[config.mk]
export PLATFORM = sky130hd
export DESIGN_NAME = iter_compare_n_flat
export DESIGN_NICKNAME = d
export VERILOG_FILES = /design/src/rtl/iter_compare_n_if.sv /design/src/rtl/iter_compare_n.sv /design/src/flat_wrapper.sv
export SDC_FILE = /design/constraint.sdc
export NUM_CORES = 1
export LEC_CHECK = 0
export CAP_MARGIN = 20
export CORE_UTILIZATION = 56
export CTS_BUF_LIST = sky130_fd_sc_hd__clkbuf_2
export DETAILED_ROUTE_END_ITERATION = 7
export GPL_ROUTABILITY_DRIVEN = 0
export PLACE_DENSITY = 0.86
export SLEW_MARGIN = 20
export SYNTH_ARGS = -nofsm -noshare
export SYNTH_HDL_FRONTEND = slang
export SYNTH_SLANG_ARGS = --single-unit
[constraint.sdc]
create_clock -name clk -period 7.4 [get_ports clk]
set_clock_uncertainty 0.2 [all_clocks]
set_input_delay 1.48 -clock clk [delete_from_list [all_inputs] [get_ports clk]]
set_output_delay 1.48 -clock clk [all_outputs]
set_load 0.1 [all_outputs]
[src/rtl/iter_compare_n_if.sv]
// Request/response bundle for iter_compare_n.
// The master drives the request and accepts the result. The slave is the comparator.
interface iter_compare_n_if #(
    parameter int N = 32
);
    logic         in_valid;
    logic         in_ready;
    logic [N-1:0] a;
    logic [N-1:0] b;
    logic [2:0]   mode;
    logic         out_valid;
    logic         out_ready;
    logic         result;
    logic [2:0]   flags;
    logic         illegal;

    modport master (
        output in_valid, a, b, mode, out_ready,
        input  in_ready, out_valid, result, flags, illegal
    );

    modport slave (
        input  in_valid, a, b, mode, out_ready,
        output in_ready, out_valid, result, flags, illegal
    );
endinterface

[src/rtl/iter_compare_n.sv]
// Multi-cycle integer comparator.
// Operands are walked LSB chunk first through a CHUNK-wide a + ~b + carry subtractor.
// The result covers signed/unsigned less-than, equality and their complements.
// flags = {eq, lt_signed, lt_unsigned} is always reported. Modes 6/7 complete with illegal=1.
module iter_compare_n #(
    parameter int N     = 32,
    parameter int CHUNK = 8
) (
    input  logic              clk,
    input  logic              rst,
    iter_compare_n_if.slave   bus
);
    localparam int NCH = N / CHUNK;
    localparam int IW  = (NCH > 1) ? $clog2(NCH) : 1;
    localparam int CW  = CHUNK + 1;
    localparam logic [IW-1:0] LAST = IW'(NCH - 1);

    typedef enum logic [1:0] {IDLE, BUSY, DONE} state_t;

    state_t          state, state_nx;
    logic [N-1:0]    a_sh, b_sh;
    logic [2:0]      mode_q;
    logic [IW-1:0]   idx;
    logic            carry, eq_acc;
    logic            result_q, illegal_q;
    logic [2:0]      flags_q;

    logic [CHUNK-1:0] a_k, b_k, s_k;
    logic [CHUNK:0]   sum;
    logic             c_k, last;
    logic             eq_f, lts_f, ltu_f, res_f;

    // Chunk subtractor and final-result decode for the chunk currently at the bottom of the shifters
    always_comb begin
        a_k   = a_sh[CHUNK-1:0];
        b_k   = b_sh[CHUNK-1:0];
        sum   = {1'b0, a_k} + {1'b0, ~b_k} + CW'(carry);
        c_k   = sum[CHUNK];
        s_k   = sum[CHUNK-1:0];
        last  = (idx == LAST);
        eq_f  = eq_acc & (a_k == b_k);
        ltu_f = ~c_k;
        // On the last chunk the chunk MSBs are the operand sign bits.
        // Differing signs decide directly, so the subtract cannot overflow the answer.
        lts_f = (a_k[CHUNK-1] ^ b_k[CHUNK-1]) ? a_k[CHUNK-1] : s_k[CHUNK-1];
        case (mode_q)
            3'd0:    res_f = lts_f;
            3'd1:    res_f = ltu_f;
            3'd2:    res_f = eq_f;
            3'd3:    res_f = ~eq_f;
            3'd4:    res_f = ~lts_f;
            3'd5:    res_f = ~ltu_f;
            default: res_f = 1'b0;
        endcase
    end

    // Next-state and handshake outputs. The ready and valid signals decode only the state register.
    always_comb begin
        state_nx      = state;
        bus.in_ready  = (state == IDLE);
        bus.out_valid = (state == DONE);
        case (state)
            IDLE:    if (bus.in_valid)  state_nx = BUSY;
            BUSY:    if (last)          state_nx = DONE;
            DONE:    if (bus.out_ready) state_nx = IDLE;
            default:                    state_nx = IDLE;
        endcase
    end

    // State register
    always_ff @(posedge clk) begin
        if (rst) state <= IDLE;
        else     state <= state_nx;
    end

    // Operand latch, chunk walk, and result registers
    always_ff @(posedge clk) begin
        if (rst) begin
            a_sh      <= '0;
            b_sh      <= '0;
            mode_q    <= '0;
            idx       <= '0;
            carry     <= 1'b0;
            eq_acc    <= 1'b0;
            result_q  <= 1'b0;
            flags_q   <= '0;
            illegal_q <= 1'b0;
        end else begin
            case (state)
                IDLE: begin
                    if (bus.in_valid) begin
                        a_sh   <= bus.a;
                        b_sh   <= bus.b;
                        mode_q <= bus.mode;
                        carry  <= 1'b1;
                        eq_acc <= 1'b1;
                        idx    <= '0;
                    end
                end
                BUSY: begin
                    a_sh   <= a_sh >> CHUNK;
                    b_sh   <= b_sh >> CHUNK;
                    carry  <= c_k;
                    eq_acc <= eq_f;
                    idx    <= idx + 1'b1;
                    if (last) begin
                        result_q  <= res_f;
                        flags_q   <= {eq_f, lts_f, ltu_f};
                        illegal_q <= mode_q[2] & mode_q[1];
                    end
                end
                default: ;
            endcase
        end
    end

    assign bus.result  = result_q;
    assign bus.flags   = flags_q;
    assign bus.illegal = illegal_q;
endmodule

[src/flat_wrapper.sv]
// flat-port wrapper written by rule: the top's interface ports become plain ports
module iter_compare_n_flat 
#(
    parameter int N     = 32,
    parameter int CHUNK = 8
)
  (clk, rst, bus_in_valid, bus_a, bus_b, bus_mode, bus_out_ready, bus_in_ready, bus_out_valid, bus_result, bus_flags, bus_illegal);
  iter_compare_n_if #(.N(N)) bus_i ();
  input  logic clk;
  input  logic rst;
  input wire logic [$bits(bus_i.in_valid)-1:0] bus_in_valid;
  input wire logic [$bits(bus_i.a)-1:0] bus_a;
  input wire logic [$bits(bus_i.b)-1:0] bus_b;
  input wire logic [$bits(bus_i.mode)-1:0] bus_mode;
  input wire logic [$bits(bus_i.out_ready)-1:0] bus_out_ready;
  output wire logic [$bits(bus_i.in_ready)-1:0] bus_in_ready;
  output wire logic [$bits(bus_i.out_valid)-1:0] bus_out_valid;
  output wire logic [$bits(bus_i.result)-1:0] bus_result;
  output wire logic [$bits(bus_i.flags)-1:0] bus_flags;
  output wire logic [$bits(bus_i.illegal)-1:0] bus_illegal;
  assign bus_i.in_valid = bus_in_valid;
  assign bus_i.a = bus_a;
  assign bus_i.b = bus_b;
  assign bus_i.mode = bus_mode;
  assign bus_i.out_ready = bus_out_ready;
  assign bus_in_ready = bus_i.in_ready;
  assign bus_out_valid = bus_i.out_valid;
  assign bus_result = bus_i.result;
  assign bus_flags = bus_i.flags;
  assign bus_illegal = bus_i.illegal;
  iter_compare_n #(.N(N), .CHUNK(CHUNK)) u_core (.clk(clk), .rst(rst), .bus(bus_i));
endmodule
==> results_dict.tcl <==
set metrics [dict create \
    r2r_setup_slack_ns 4.60 \
    grtUsageTotal_pct 25.6 \
    vias 3269 \
    finalHoldViolCount 0 \
    startpoint_type "flop" \
    multi_input_area_mm2 0.00172 \
    drive_gt1_share_pct 4.78 \
    post_cts_buffers 0 \
    worstReg2RegEnd "u_core.bus.result" \
    totalWireLength_um 8010 \
    r2r-start "u_core.b_sh[2]" \
    syn_inst 442 \
    diodes 0 \
    cts_root_buf "clkbuf_2" \
    path_depth 2 \
    crit_path_start "u_core.state[1]" \
    crit_buf_inv 1 \
    ys_ff_latch 78 \
    finalSetupTns_ns 0 \
    setup_viol 0 \
    netlist-cell-type-count 33 \
    crit_chain "nor2b_1 -> clkdlybuf4s50_1" \
    finalPower_mw 0.872 \
    endpoint "bus_out_valid" \
    synth-seq-area-share_pct 45.0 \
    fmax_mhz 254 \
    cap_violations 0 \
    cts_htree_levels 3 \
    cts_tree "built" \
    grt_use_met2_pct 43.8 \
    syn_to_final_growth_pct 24.7 \
    worst_pin_slew_ns 0.979 \
    grt_pass1_vias 2993 \
    initial_core_util_pct 58.2 \
    power_density_mw_per_mm2 202 \
    critPathTopFamily "buffers and inverters" \
    busiest_layer "met2" \
    end_kind "output pin" \
    wl_per_cell_um 13.9 \
    final_antenna_net_count 0 \
    worst-path-max-fanout 4 \
    syn_area_mm2 0.00347 \
    slowest_stage "clkdlybuf4s50_1" \
    cp.arrival_ns 2.26 \
    clock_latency_ns 0.50 \
    slew_headroom_pct 34.5 \
    rows 28 \
    ios 78 \
    syn-mean-instance-area_um2 7.85 \
    cts_resized 0 \
    regArea_mm2 0.00156 \
    period_share_pct 53.2 \
    rsz0062_at_grt "no" \
    grt_use_met3_pct 4.66 \
    hpwl_um 5050 \
    clk_pin_slew_ns 0.20 \
    die_y_um 80.7 \
    design.core.area_mm2 0.00596 \
    die_area_mm2 0.00651 \
    die_w_um 80.7 \
    fillCellCount 487 \
    worstRegToRegCells 11 \
    slowest_delay_ns 1.15 \
    grt_max_degree 117 \
    route.detailed.drc 0 \
    grt_use_met1_pct 31.6 \
    final_nets 578 \
    ctsHoldBuffers 0 \
    syn-num-nets 523 \
    ys_warn_count 0 \
    status "completed" \
    vdd_drop_max_mv 0.135 \
    report.final.slew_viol_count 0 \
    drt_iter0_markers 284 \
    antenna_found_initial 0 \
    clockBufferDepth 2 \
    grt_pass1_wl_um 12900 \
    cts_buffers 9 \
    p_leak_nw 1.66 \
    period_needed_ns 3.94 \
    worst-endpoint-required_ns 5.72 \
    path_class "flop to output pin" \
    avgViaCountPerCell 5.67 \
    clock_sinks 78 \
    first_pass_iters 4 \
    numPortBuffers 77 \
    grt_overflow 0 \
    min_from "u_core.bus.illegal" \
    hold_class "flop to flop" \
]
-- per-stage QoR --
stage               util, %  hold WS (ns)  instance area [µm²]  setup WS [ns]  std cells
floorplan                 -         0.248                 3470           4.00        442
global placement       70.6         0.248                 4200           4.05        560
detailed placement     70.6         0.259                 4200           4.00        560
CTS                    72.3         0.282                 4310           3.43        576
global route           72.6         0.300                 4330           3.35        577
finish                 72.6         0.279                 4330           3.46        577
-- cells in the mapped netlist --
master,instances,area [µm²]
a2111oi_4,1,27.5
a211oi_1,3,22.5
a21o_1,2,15.0
a21oi_1,28,140
a221o_1,1,10.0
a311oi_1,48,420
a31oi_2,1,12.5
a32oi_1,1,8.76
and2_1,1,6.26
and2b_1,1,7.51
and3_1,1,6.26
and4_1,1,8.76
buf_1,1,3.75
buf_2,12,60.1
buf_4,1,7.51
clkbuf_1,23,86.3
dfxtp_1,78,1560
fa_1,1,20.0
ha_1,9,113
inv_1,10,37.5
mux2i_1,1,10.0
nand2_1,124,465
nand2b_1,4,25.0
nand3_1,20,100
nand4_1,2,12.5
nor2_1,56,210
nor2b_1,3,18.8
nor3_1,1,5.00
o21a_1,1,7.51
o21ai_0,3,15.0
o31ai_1,1,7.51
or4_1,1,7.51
xnor2_1,1,8.76
-- flip-flops by register name, indices dropped and copies added (netlist names) --
name                flops
u_core.b_sh            32
u_core.bus.result       1
u_core.bus.illegal      1
u_core.carry            1
u_core.mode_q           3
u_core.eq_acc           1
u_core.bus.flags        3
u_core.state            2
u_core.idx              2
u_core.a_sh            32
-- kinds of logic after synthesis --
kind of cell               count (synthesis)  share of synthesized area (%)
and+or+nand+nor                          215                           25.2
AOI/OAI and AO/OA                         90                           19.8
buffers and inverters                     47                           5.63
xor gates and xnor gates                   1                          0.253
DFF                                       78                           45.0
adders and majority gates                 10                           3.82
muxes                                      1                          0.289
-- cell usage in the layout, fill, tap and decap left out, types with 2 or more instances in the layout --
cell type	count
nand2_1	123
dfxtp_1	78
clkdlybuf4s50_1	76
nor2_1	56
a311oi_1	48
a21oi_1	28
nand3_1	20
inv_1	10
clkbuf_2	10
ha_1	9
a211oi_1	3
nor2b_1	3
o21ai_0	3
nand2b_1	3
clkinv_2	3
buf_4	3
a21o_1	2
nand4_1	2
clkinv_1	2
-- final cells by class --
| cell class | instances | area share (%) |
|---|---|---|
| inverters | 10 | 0.868 |
| repair buffers | 81 | 18.7 |
| flip-flops and latches | 78 | 36.1 |
| multi-input cells | 317 | 39.8 |
| well taps | 75 | 2.17 |
| clock buffers | 10 | 1.16 |
| clock inverters | 6 | 1.21 |
-- power breakdown --
group | leakage, nW | switching (mW) | internal (mW) | total, mW
Sequential | 0.643 | 0.0203 | 0.455 | 0.475
Clock | 0.0705 | 0.138 | 0.0758 | 0.214
Combinational | 0.951 | 0.0992 | 0.0835 | 0.183
-- metal layers --
metal | vias to the layer above | share of wire [%]
met5 | - | 0
met4 | 0 | 1.7
met3 | 13 | 5.4
met2 | 92 | 47
met1 | 1524 | 46
li1 | 1640 | -
-- worst reg2reg max path: stages, from the launching register on --
cell,delay [ns]
dfxtp_1,0.37
inv_1,0.05
ha_1,0.29
and3_1,0.18
a221o_1,0.27
a21oi_1,0.10
nor2_1,0.10
a211oi_1,0.07
fa_1,0.40
nor2b_1,0.16
or4_1,0.49
nand3_1,0.09
-- worst min-delay path by stage --
stage,depth (start not counted),endpoint
6_report,2,u_core.bus.illegal
3_5_place_dp,2,u_core.b_sh[28]
3_3_place_gp,2,u_core.bus.illegal
2_1_floorplan,2,u_core.a_sh[24]
5_1_grt,2,u_core.bus.flags[1]
4_1_cts,2,u_core.b_sh[28]
Power figures use the tool's default switching activity.
